[config.mk]
export PLATFORM = sky130hd
export DESIGN_NAME = addsub_pipe
export DESIGN_NICKNAME = d
export VERILOG_FILES = /design/src/rtl/addsub_pipe.sv
export SDC_FILE = /design/constraint.sdc
export NUM_CORES = 1
export LEC_CHECK = 0
export ABC_AREA = 1
export CAP_MARGIN = 20
export CORE_ASPECT_RATIO = 1.25
export CORE_MARGIN = 3
export CORE_UTILIZATION = 49
export CTS_CLUSTER_DIAMETER = 30
export DETAILED_ROUTE_END_ITERATION = 16
export GPL_TIMING_DRIVEN = 0
export PLACE_DENSITY_LB_ADDON = 0.05
export SLEW_MARGIN = 25
export SYNTH_ARGS = -nofsm -noshare
export SYNTH_HDL_FRONTEND = slang
export SYNTH_SLANG_ARGS = --single-unit
export TNS_END_PERCENT = 30
[constraint.sdc]
create_clock -name CLKIN -period 2.85 [get_ports CLKIN]
set_clock_uncertainty 0.15 [all_clocks]
set_input_delay 0.57 -clock CLKIN [delete_from_list [all_inputs] [get_ports CLKIN]]
set_output_delay 0.57 -clock CLKIN [all_outputs]
set_load 0.01 [all_outputs]
[src/rtl/addsub_pipe.sv]
// Pipelined WIDTH-bit adder/subtractor: the carry chain is cut into STAGES slices
// with a registered carry between them, operands skewed in and results deskewed out.
module addsub_pipe #(
  parameter int WIDTH  = 8,
  parameter int STAGES = 2
) (
  input  logic             CLKIN,
  input  logic             RESET,
  input  logic             CE,
  input  logic             VALID,
  input  logic             SUB,
  input  logic [WIDTH-1:0] I0,
  input  logic [WIDTH-1:0] I1,
  input  logic             CIN,
  output logic [WIDTH-1:0] O,
  output logic             COUT,
  output logic             V,
  output logic             VALIDOUT
);

  localparam int SW = WIDTH / STAGES;

  // [k][d]: slice k, delay tap d. Only taps d < k (skew) and d <= STAGES-1-k (deskew) are live.
  logic [SW-1:0]     a_sk_q  [STAGES][STAGES];
  logic [SW-1:0]     b_sk_q  [STAGES][STAGES];
  logic [SW-1:0]     res_q   [STAGES][STAGES];
  logic [STAGES-1:0] carry_q;
  logic [STAGES-1:0] valid_q;
  logic              v_q;

  logic [WIDTH-1:0]  b_eff;
  logic [SW-1:0]     op_a    [STAGES];
  logic [SW-1:0]     op_b    [STAGES];
  logic [SW:0]       sum_ext [STAGES];
  logic [SW-1:0]     sum_d   [STAGES];
  logic [STAGES-1:0] cin_d;
  logic [STAGES-1:0] carry_d;
  logic              msb_cin_d;

  always_comb begin
    b_eff = SUB ? ~I1 : I1;
    for (int k = 0; k < STAGES; k++) begin
      op_a[k]    = (k == 0) ? I0[SW-1:0]    : a_sk_q[k][(k == 0) ? 0 : k-1];
      op_b[k]    = (k == 0) ? b_eff[SW-1:0] : b_sk_q[k][(k == 0) ? 0 : k-1];
      cin_d[k]   = (k == 0) ? CIN           : carry_q[(k == 0) ? 0 : k-1];
      sum_ext[k] = {1'b0, op_a[k]} + {1'b0, op_b[k]} + {{SW{1'b0}}, cin_d[k]};
      sum_d[k]   = sum_ext[k][SW-1:0];
      carry_d[k] = sum_ext[k][SW];
    end
    // Carry into the MSB is recovered from the MSB sum bit and its operands.
    msb_cin_d = sum_d[STAGES-1][SW-1] ^ op_a[STAGES-1][SW-1] ^ op_b[STAGES-1][SW-1];
  end

  // NOTE: every register, including the delay arrays, is reset so that no
  // operation in flight at RESET can surface afterwards.
  always_ff @(posedge CLKIN) begin
    if (RESET) begin
      for (int k = 0; k < STAGES; k++) begin
        for (int d = 0; d < STAGES; d++) begin
          a_sk_q[k][d] <= '0;
          b_sk_q[k][d] <= '0;
          res_q[k][d]  <= '0;
        end
      end
      carry_q <= '0;
      valid_q <= '0;
      v_q     <= 1'b0;
    end else if (CE) begin
      // NOTE: non-blocking assignments let each tap read its neighbour's old value,
      // so the loops describe shift registers regardless of iteration order.
      for (int k = 0; k < STAGES; k++) begin
        for (int d = 0; d < STAGES; d++) begin
          if (d < k) begin
            a_sk_q[k][d] <= (d == 0) ? I0[k*SW +: SW]    : a_sk_q[k][(d == 0) ? 0 : d-1];
            b_sk_q[k][d] <= (d == 0) ? b_eff[k*SW +: SW] : b_sk_q[k][(d == 0) ? 0 : d-1];
          end
          if (d <= STAGES-1-k) begin
            res_q[k][d] <= (d == 0) ? sum_d[k] : res_q[k][(d == 0) ? 0 : d-1];
          end
        end
      end
      carry_q    <= carry_d;
      valid_q[0] <= VALID;
      for (int i = 1; i < STAGES; i++) begin
        valid_q[i] <= valid_q[i-1];
      end
      v_q <= msb_cin_d ^ carry_d[STAGES-1];
    end
  end

  // NOTE: O gets a full default before the slice loop so no latch is inferred.
  always_comb begin
    O = '0;
    for (int k = 0; k < STAGES; k++) begin
      O[k*SW +: SW] = res_q[k][STAGES-1-k];
    end
  end

  assign COUT     = carry_q[STAGES-1];
  assign V        = v_q;
  assign VALIDOUT = valid_q[STAGES-1];

endmodule

Word-level counts from Yosys, hierarchy flattened
Memories as Yosys holds them, arrays and structs flattened. Cells that the tools add are included.

Bitwise logic cells: 9. Add/subtract/negate cells: 4. Multiplexer cells: 11.

Operators with widths (count): two-way mux 4 bit (5); adder 4 x 4 -> 5 bit (2); adder 5 x 1 -> 5 bit (2); two-way mux 8 bit (1); NOT 8 bit (1); two-way mux 1 bit (5); bitwise OR 1 bit (5); XOR 1 bit (3).

Memories: 3. Flip-flop bits (word level): 5. Bits in writable memories: 32.

Memories: res_q (depth 2, width 8, read ports 2, clocked after Yosys merged registers in 0, wr ports 2, RTL line 26) `logic [SW-1:0] res_q [STAGES][STAGES];`; a_sk_q (depth 2, width 4, read ports 1, clocked after Yosys merged registers in 0, wr ports 2, RTL line 24) `logic [SW-1:0] a_sk_q [STAGES][STAGES];`; b_sk_q (depth 2, width 4, read ports 1, clocked after Yosys merged registers in 0, wr ports 2, RTL line 25) `logic [SW-1:0] b_sk_q [STAGES][STAGES];`.

Logic depth before layout (Yosys ltp)
An unclocked memory read counts as a cell.

Word-level depth: 6. Depth in mapped cells: 11. Gate-level depth less buffers: 11.

Worst setup path before layout
Ideal clock, no wire load.

Path kind: input -> register. From: input port SUB. To: memory res_q[0][5] (netlist bit) (data pin). Arrival: 1.804 ns. Setup slack: 0.640 ns. Data required time: 2.444 ns. Cell stages on the path: 7. Cells stage by stage: buf_2 xnor2_1 fa_1 inv_1 fa_1 inv_1 nor2_1.

RTL lines: start: declaration (RTL line 11) `input logic SUB,`; end: declaration (RTL line 26).

==> results.cfg <==
[timing]
setup_ws_ps = 699
fmax_ghz = 0.465
max_slew_margin_pct = 50.5
period_needed_ps = 2150
worstMarginPinSlew_ps = 741
fin_setup_tns_ps = 0
rsz0062_at_grt = no
finalHoldViolations = 0
drv_slew = 0
fin_crit_sh_pct = 75.5
setup-violations-final = 0

[global_routing]
grt_usage_pct = 14.8
grt_use_met1_pct = 15.8
grt_util_met3_pct = 2.72
busiest_layer = met2
overflow = 0
grtUsageMet2_pct = 27.1
grt_pass1_vias = 971
grt_pass1_wl_mm = 3.81
grt_max_degree = 22
antenna_found_initial = 0

[cts]
clk_pin_slew_worst_paths_ps = 130
cts_buffer_depth = 2
clockRootBuffer = clkbuf_4
cts_resized = 0
cts_tree = built
postCtsSetupRepairBufs = 0
htreeDepth = 1
clk_latency_ps = 310
cts.sinks = 25
cts-buffers-inserted = 3
cts-hold-fix-buffers = 0

[placement]
place_congestion = 0.785
dp.final_hpwl_mm = 1.75
dp_slack_ps = 349
io_buffers = 31

[synthesis]
synth_cells = 145
syn_avg_cell_area_sq_um = 9.58
synth-seq-cells = 25
synthesis.nets = 177
ys_warn_count = 0
synth_area_sq_um = 1390
ys_types = 19
ys_seq_area_share_pct = 50.5

[final_layout]
n_antenna_cell = 0
ff_latch_area_sq_um = 701
synthToLayoutAreaGrowth_pct = 27.3
fill_cells = 217
nets = 213
drive_gt1_share_pct = 10.6
multi_input_area_sq_um = 498

[routing]
drtIter0Drc = 7
wirelength_mm = 2.13
drt-vias-per-instance = 4.65
post_drt_wl_per_cell_microns = 10.0
detail-route-antenna-nets = 0
drtPass1Iterations = 4
vias = 990
drcViolationCount = 0

[critical_path]
cpPeakStageDelay_ps = 410
path_cells = clkdlybuf4s50_1 -> xnor2_1 -> fa_1 -> inv_1 -> fa_1 -> inv_1 -> nor2_1
crit_slowest_cell = clkdlybuf4s50_1
r2r_slack_ps = 960
required_ps = 2780
setup.worst_path.end_class = register
worstPathArrival_ps = 2080
r2r_start = b_sk_q[1][0]
worst_setup_path_start_kind = input pin
reg2regPathDepth = 10
cp_max_fo = 2
reg2reg_to = V
crit_type = input pin to register

[hold_path]
whs_path_depth = 2
hp-class = register to register
holdPathEnd = valid_q[1]
hold_start = valid_q[1]

[power]
power.share.clock_pct = 19.0
p_per_area_nw_per_um2 = 448
share_comb_of_total_power_pct = 25.1
leakagePower_nw = 0.801
total_power_mw = 0.792
seq_power_share_pct = 55.9
p_switching_mw = 0.205
swShare_pct = 25.9
ir_drop_v = 0.000399
p_int_mw = 0.587

[floorplan]
rows = 20
die_h_microns = 65.5
die-area_sq_um = 3510
coreArea_sq_um = 2580
boundaryPins = 33
fp.dieW_microns = 53.6
start_util_pct = 53.9

[status]
status = finished, final reports clean

[job]
cap_viol_max_count = 0
## metrics by stage
step | instances | hold slack (ps) | util (%) | area [sq um]
finish | 213 | 328 | 68.6 | 1770
global route | 213 | 379 | 68.6 | 1770
CTS | 213 | 335 | 68.6 | 1770
detailed placement | 209 | 304 | 67.5 | 1740
global placement | 209 | 298 | 67.5 | 1740
floorplan | 145 | 292 | - | 1390
## power groups by stage
stage / combinational (mW) / clock (mW) / sequential (mW)
finish: 0.199 / 0.151 / 0.442
global route: 0.231 / 0.170 / 0.446
CTS: 0.202 / 0.155 / 0.443
detailed placement: 0.200 / 0 / 0.451
global placement: 0.193 / 0 / 0.450
floorplan: 0.123 / 0 / 0.450
## how the worst max path moves through the flow
| stage | end | startpoint | slack [ps] | cells after the start |
|---|---|---|---|---|
| 5_1_grt | res_q[0][5] | I1[0] | 620 | 7 |
| 3_5_place_dp | res_q[0][5] | I1[0] | 350 | 7 |
| 3_3_place_gp | res_q[0][5] | I1[0] | 370 | 7 |
| 4_1_cts | res_q[0][5] | I1[0] | 690 | 7 |
| 6_report | res_q[0][5] | I1[0] | 700 | 7 |
| 2_1_floorplan | res_q[0][5] | SUB | 640 | 7 |
## worst max-delay path, delay by kind of cell
family	cells	cell delay [ps]
buf+inv	3	560
simple gates	1	40
xor+xnor	1	140
fa+ha+maj	2	760
## cells in the final DEF, fill, tap and decap left out, drive strengths merged
cell,n
clkdlybuf4s50,31
inv,29
nor2,22
edfxtp,20
nand2,19
buf,11
nand3,8
a21oi,7
ha,6
dfxtp,5
xnor2,5
o21ai,5
fa,4
xor2,3
clkbuf,3
a22o,1
clkinv,1
## cell usage after synthesis, drive strengths merged
| cell | number | share of area [%] |
|---|---|---|
| fa | 4 | 5.8 |
| dfxtp | 5 | 7.2 |
| xnor2 | 5 | 3.2 |
| nand2 | 19 | 5.1 |
| buf | 11 | 5.9 |
| ha | 6 | 5.4 |
| o21ai | 5 | 1.8 |
| nand3 | 8 | 2.9 |
| a22o | 1 | 0.63 |
| a21oi | 7 | 2.5 |
| xor2 | 3 | 1.9 |
| edfxtp | 20 | 43 |
| inv | 29 | 7.8 |
| nor2 | 22 | 6.7 |
## cell type report
class,instances,area share [%]
tap,33,2.34
clock inverter,1,0.283
timing repair buffer,31,17.6
buffer,11,4.60
sequential,25,39.6
clock buffer,3,1.27
multi-input combinational,80,28.2
inverter,29,6.16
## kinds of logic (layout without fill, tap and decap cells)
logic type                 after synthesis  after routing  synth area share, %
AOI/OAI and AO/OA                       13             13                 4.95
xor gates and xnor gates                 8              8                 5.05
adders and majority gates               10             10                 11.2
buffers and inverters                   40             75                 13.7
DFF                                     25             25                 50.5
and+or+nand+nor                         49             49                 14.7
## per-layer routing
| metal | vias up | wire length, microns |
|---|---|---|
| met2 | 27 | 1130 |
| met4 | 0 | 20 |
| met3 | 2 | 118 |
| met5 | - | 0 |
| met1 | 444 | 862 |
| li1 | 517 | - |
## registers in the layout (all words and copies together), names as in the netlist
register,cells
a_sk_q,4
V,1
b_sk_q,4
valid_q,2
res_q,12
carry_q,2
(Power assumes the default switching activity.)
==> RTL edit: new RTL, config.mk and constraints unchanged <==
Register the inputs `CE`, `VALID`, `SUB`, `I0`, `I1` and `CIN` before use, cleared by the reset. The logic sees them one clock later.
--- a/src/rtl/addsub_pipe.sv
+++ b/src/rtl/addsub_pipe.sv
@@ -21,4 +21,29 @@
   localparam int SW = WIDTH / STAGES;
 
+  logic CE_q;
+  logic VALID_q;
+  logic SUB_q;
+  logic [WIDTH-1:0] I0_q;
+  logic [WIDTH-1:0] I1_q;
+  logic CIN_q;
+
+  always_ff @(posedge CLKIN) begin
+    if (RESET) begin
+      CE_q    <= '0;
+      VALID_q <= '0;
+      SUB_q   <= '0;
+      I0_q    <= '0;
+      I1_q    <= '0;
+      CIN_q   <= '0;
+    end else begin
+      CE_q    <= CE;
+      VALID_q <= VALID;
+      SUB_q   <= SUB;
+      I0_q    <= I0;
+      I1_q    <= I1;
+      CIN_q   <= CIN;
+    end
+  end
+
   // [k][d]: slice k, delay tap d. Only taps d < k (skew) and d <= STAGES-1-k (deskew) are live.
   logic [SW-1:0]     a_sk_q  [STAGES][STAGES];
@@ -39,9 +64,9 @@
 
   always_comb begin
-    b_eff = SUB ? ~I1 : I1;
+    b_eff = SUB_q ? ~I1_q : I1_q;
     for (int k = 0; k < STAGES; k++) begin
-      op_a[k]    = (k == 0) ? I0[SW-1:0]    : a_sk_q[k][(k == 0) ? 0 : k-1];
+      op_a[k]    = (k == 0) ? I0_q[SW-1:0]    : a_sk_q[k][(k == 0) ? 0 : k-1];
       op_b[k]    = (k == 0) ? b_eff[SW-1:0] : b_sk_q[k][(k == 0) ? 0 : k-1];
-      cin_d[k]   = (k == 0) ? CIN           : carry_q[(k == 0) ? 0 : k-1];
+      cin_d[k]   = (k == 0) ? CIN_q         : carry_q[(k == 0) ? 0 : k-1];
       sum_ext[k] = {1'b0, op_a[k]} + {1'b0, op_b[k]} + {{SW{1'b0}}, cin_d[k]};
       sum_d[k]   = sum_ext[k][SW-1:0];
@@ -66,5 +91,5 @@
       valid_q <= '0;
       v_q     <= 1'b0;
-    end else if (CE) begin
+    end else if (CE_q) begin
       // NOTE: non-blocking assignments let each tap read its neighbour's old value,
       // so the loops describe shift registers regardless of iteration order.
@@ -72,5 +97,5 @@
         for (int d = 0; d < STAGES; d++) begin
           if (d < k) begin
-            a_sk_q[k][d] <= (d == 0) ? I0[k*SW +: SW]    : a_sk_q[k][(d == 0) ? 0 : d-1];
+            a_sk_q[k][d] <= (d == 0) ? I0_q[k*SW +: SW]    : a_sk_q[k][(d == 0) ? 0 : d-1];
             b_sk_q[k][d] <= (d == 0) ? b_eff[k*SW +: SW] : b_sk_q[k][(d == 0) ? 0 : d-1];
           end
@@ -81,5 +106,5 @@
       end
       carry_q    <= carry_d;
-      valid_q[0] <= VALID;
+      valid_q[0] <= VALID_q;
       for (int i = 1; i < STAGES; i++) begin
         valid_q[i] <= valid_q[i-1];
Function: changed (a bounded check fails within 4 cycles, from zero or initial values and one cycle with RESET high).
==> RTL edit against the original RTL <==
  * Area after synthesis is 40% higher
  * Wire length is 26% higher
  * Sequential cell count is 20 higher
  * Power is 65% higher
  * Final cell count is 42% higher
  * Non-clock buffer count is 3 higher
  * Worst setup slack better by 86 ps
  * Cell area is 38% higher
  * Critical path type unchanged
  * Largest cell class unchanged
  * Largest power group unchanged
==> RTL edit: results (changes against the original RTL) <==
\begin{tabular}{lr}
\hline
Metric & Value \\
\hline
\multicolumn{2}{l}{\textbf{Run status}} \\
\quad Run status & completed \\
\multicolumn{2}{l}{\textbf{Hold path}} \\
\quad Type of the tightest min-delay check & register to register \\
\quad Worst min-delay path startpoint & VALID\_q \\
\multicolumn{2}{l}{\textbf{Clock network}} \\
\quad Clock slew at reported path FFs & 80 ps (-50 ps) \\
\quad Number of H-tree levels & 2 (+1) \\
\quad Number of clock sinks & 45 (+80\%) \\
\quad Root cell of the clock tree & clkbuf\_8 \\
\quad Clock latency of the later-clocked register in the worst-skew pair & 290 ps (-20 ps) \\
\multicolumn{2}{l}{\textbf{Placement}} \\
\quad Number of I/O port buffers & 32 (+3.2\%) \\
\quad HPWL after detailed placement & 2030 um (+16\%) \\
\multicolumn{2}{l}{\textbf{Synthesis}} \\
\quad XOR/XNOR Fraction of Synth Area & 0.0359 (-0.0145) \\
\quad Most used standard cells in the synthesized netlist & 48 x inv\_1, 41 x nor2\_1, 25 x dfxtp\_1 \\
\quad Synthesized netlist net count & 240 (+36\%) \\
\quad Fraction of the mapped netlist area in adder cells & 0.0796 (-0.0321) \\
\quad Yosys cell types & 19 (unchanged) \\
\quad Sequential fraction of the synthesis area & 0.565 (+0.0603) \\
\quad Count of warnings emitted by yosys & 0 (unchanged) \\
\quad Fraction of the mapped netlist area in compound gates & 0.0327 (-0.0168) \\
\quad Largest cells by area after synthesis & edfxtp\_1 31\%, dfxtp\_1 26\%, inv\_1 9.2\%, nor2\_1 7.9\%, fa\_1 4.1\% \\
\quad Primary FF master, synth & dfxtp\_1 \\
\multicolumn{2}{l}{\textbf{Critical path}} \\
\quad R2r setup slk & 830 ps (-130 ps) \\
\quad Worst stage delay on the critical path & 580 ps (+170 ps) \\
\quad Worst-path cell with the longest stage delay & inv\_1 \\
\quad End of the worst register-to-register path & res\_q[0][5] \\
\quad CP delay by family, top & buffers and inverters \\
\quad Worst setup path endpoint & b\_sk\_q[1][2] \\
\quad Start point of the critical path & RESET \\
\multicolumn{2}{l}{\textbf{Detailed routing}} \\
\quad Total wire length & 2690 um (+26\%) \\
\quad Violation count after the first detailed-routing iteration & 24 (+17) \\
\quad Vias per Instance & 4.24 (-8.8\%) \\
\multicolumn{2}{l}{\textbf{GRT}} \\
\quad Number of global-route vias before repair & 1,202 (+24\%) \\
\quad First-pass GRT wire length & 4680 um (+23\%) \\
\quad Gr usage total & 0.126 (-0.0224) \\
\multicolumn{2}{l}{\textbf{Power and ir drop}} \\
\quad Static leakage power & 1.14 nW (+42\%) \\
\multicolumn{2}{l}{\textbf{STA}} \\
\quad Headroom to the max-slew limit & 0.490 (-0.0156) \\
\multicolumn{2}{l}{\textbf{Layout}} \\
\quad \# nets final & 279 (+31\%) \\
\quad Share of cells above drive strength 1 & 0.0887 (-0.0168) \\
\hline
\end{tabular}
[RTL edit: cell count changes in the layout (fill, tap and decap cells not counted), moves of 2 or more]
cell | before | now
o21ai_0 | 5 | 1
o21ai_1 | 0 | 3
nor2_1 | 20 | 41
inv_1 | 27 | 48
dfxtp_1 | 5 | 25
nand2_1 | 19 | 21
clkbuf_8 | 0 | 5
clkbuf_4 | 3 | 0
buf_2 | 2 | 4
[RTL edit: final cells by class]
class / count / area (um2)
buffer: 13 / 91.3
clock buffer: 7 / 97.6
clock inverter: 1 / 5.00
fill: 356 / 1380
inverter: 49 / 184
multi-input combinational: 101 / 573
sequential: 45 / 1100
tap: 54 / 67.6
timing repair buffer: 32 / 320
[RTL edit: layer usage]
layer | wire (um) | share of wire | track usage | vias up
met5 | 0 | 0 | 0 | -
met2 | 1390 | 0.52 | 0.235 | 35
met4 | 38 | 0.014 | 0.0662 | 0
met1 | 1100 | 0.41 | 0.117 | 551
met3 | 160 | 0.060 | 0.0442 | 4
li1 | - | - | - | 690
[RTL edit: stage by stage]
| step | setup WS [ps] | hold slack (ps) | util | cells | total power [mW] |
|---|---|---|---|---|---|
| 4_1_cts | 756 | 303 | 0.639 | 302 | 1.32 |
| 5_1_grt | 608 | 315 | 0.639 | 302 | 1.36 |
| 6_report | 785 | 301 | 0.639 | 302 | 1.30 |
| 3_3_place_gp | 445 | 271 | 0.612 | 294 | 0.893 |
| 3_5_place_dp | 443 | 283 | 0.612 | 294 | 0.896 |
| 2_1_floorplan | 932 | 262 | - | 208 | 0.831 |
[RTL edit: report_power, final]
group | total (mW) | switching, mW | internal [mW]
Combinational | 0.159 | 0.0747 | 0.0843
Sequential | 0.720 | 0.0117 | 0.708
Clock | 0.426 | 0.201 | 0.225
Total | 1.30 | 0.287 | 1.02
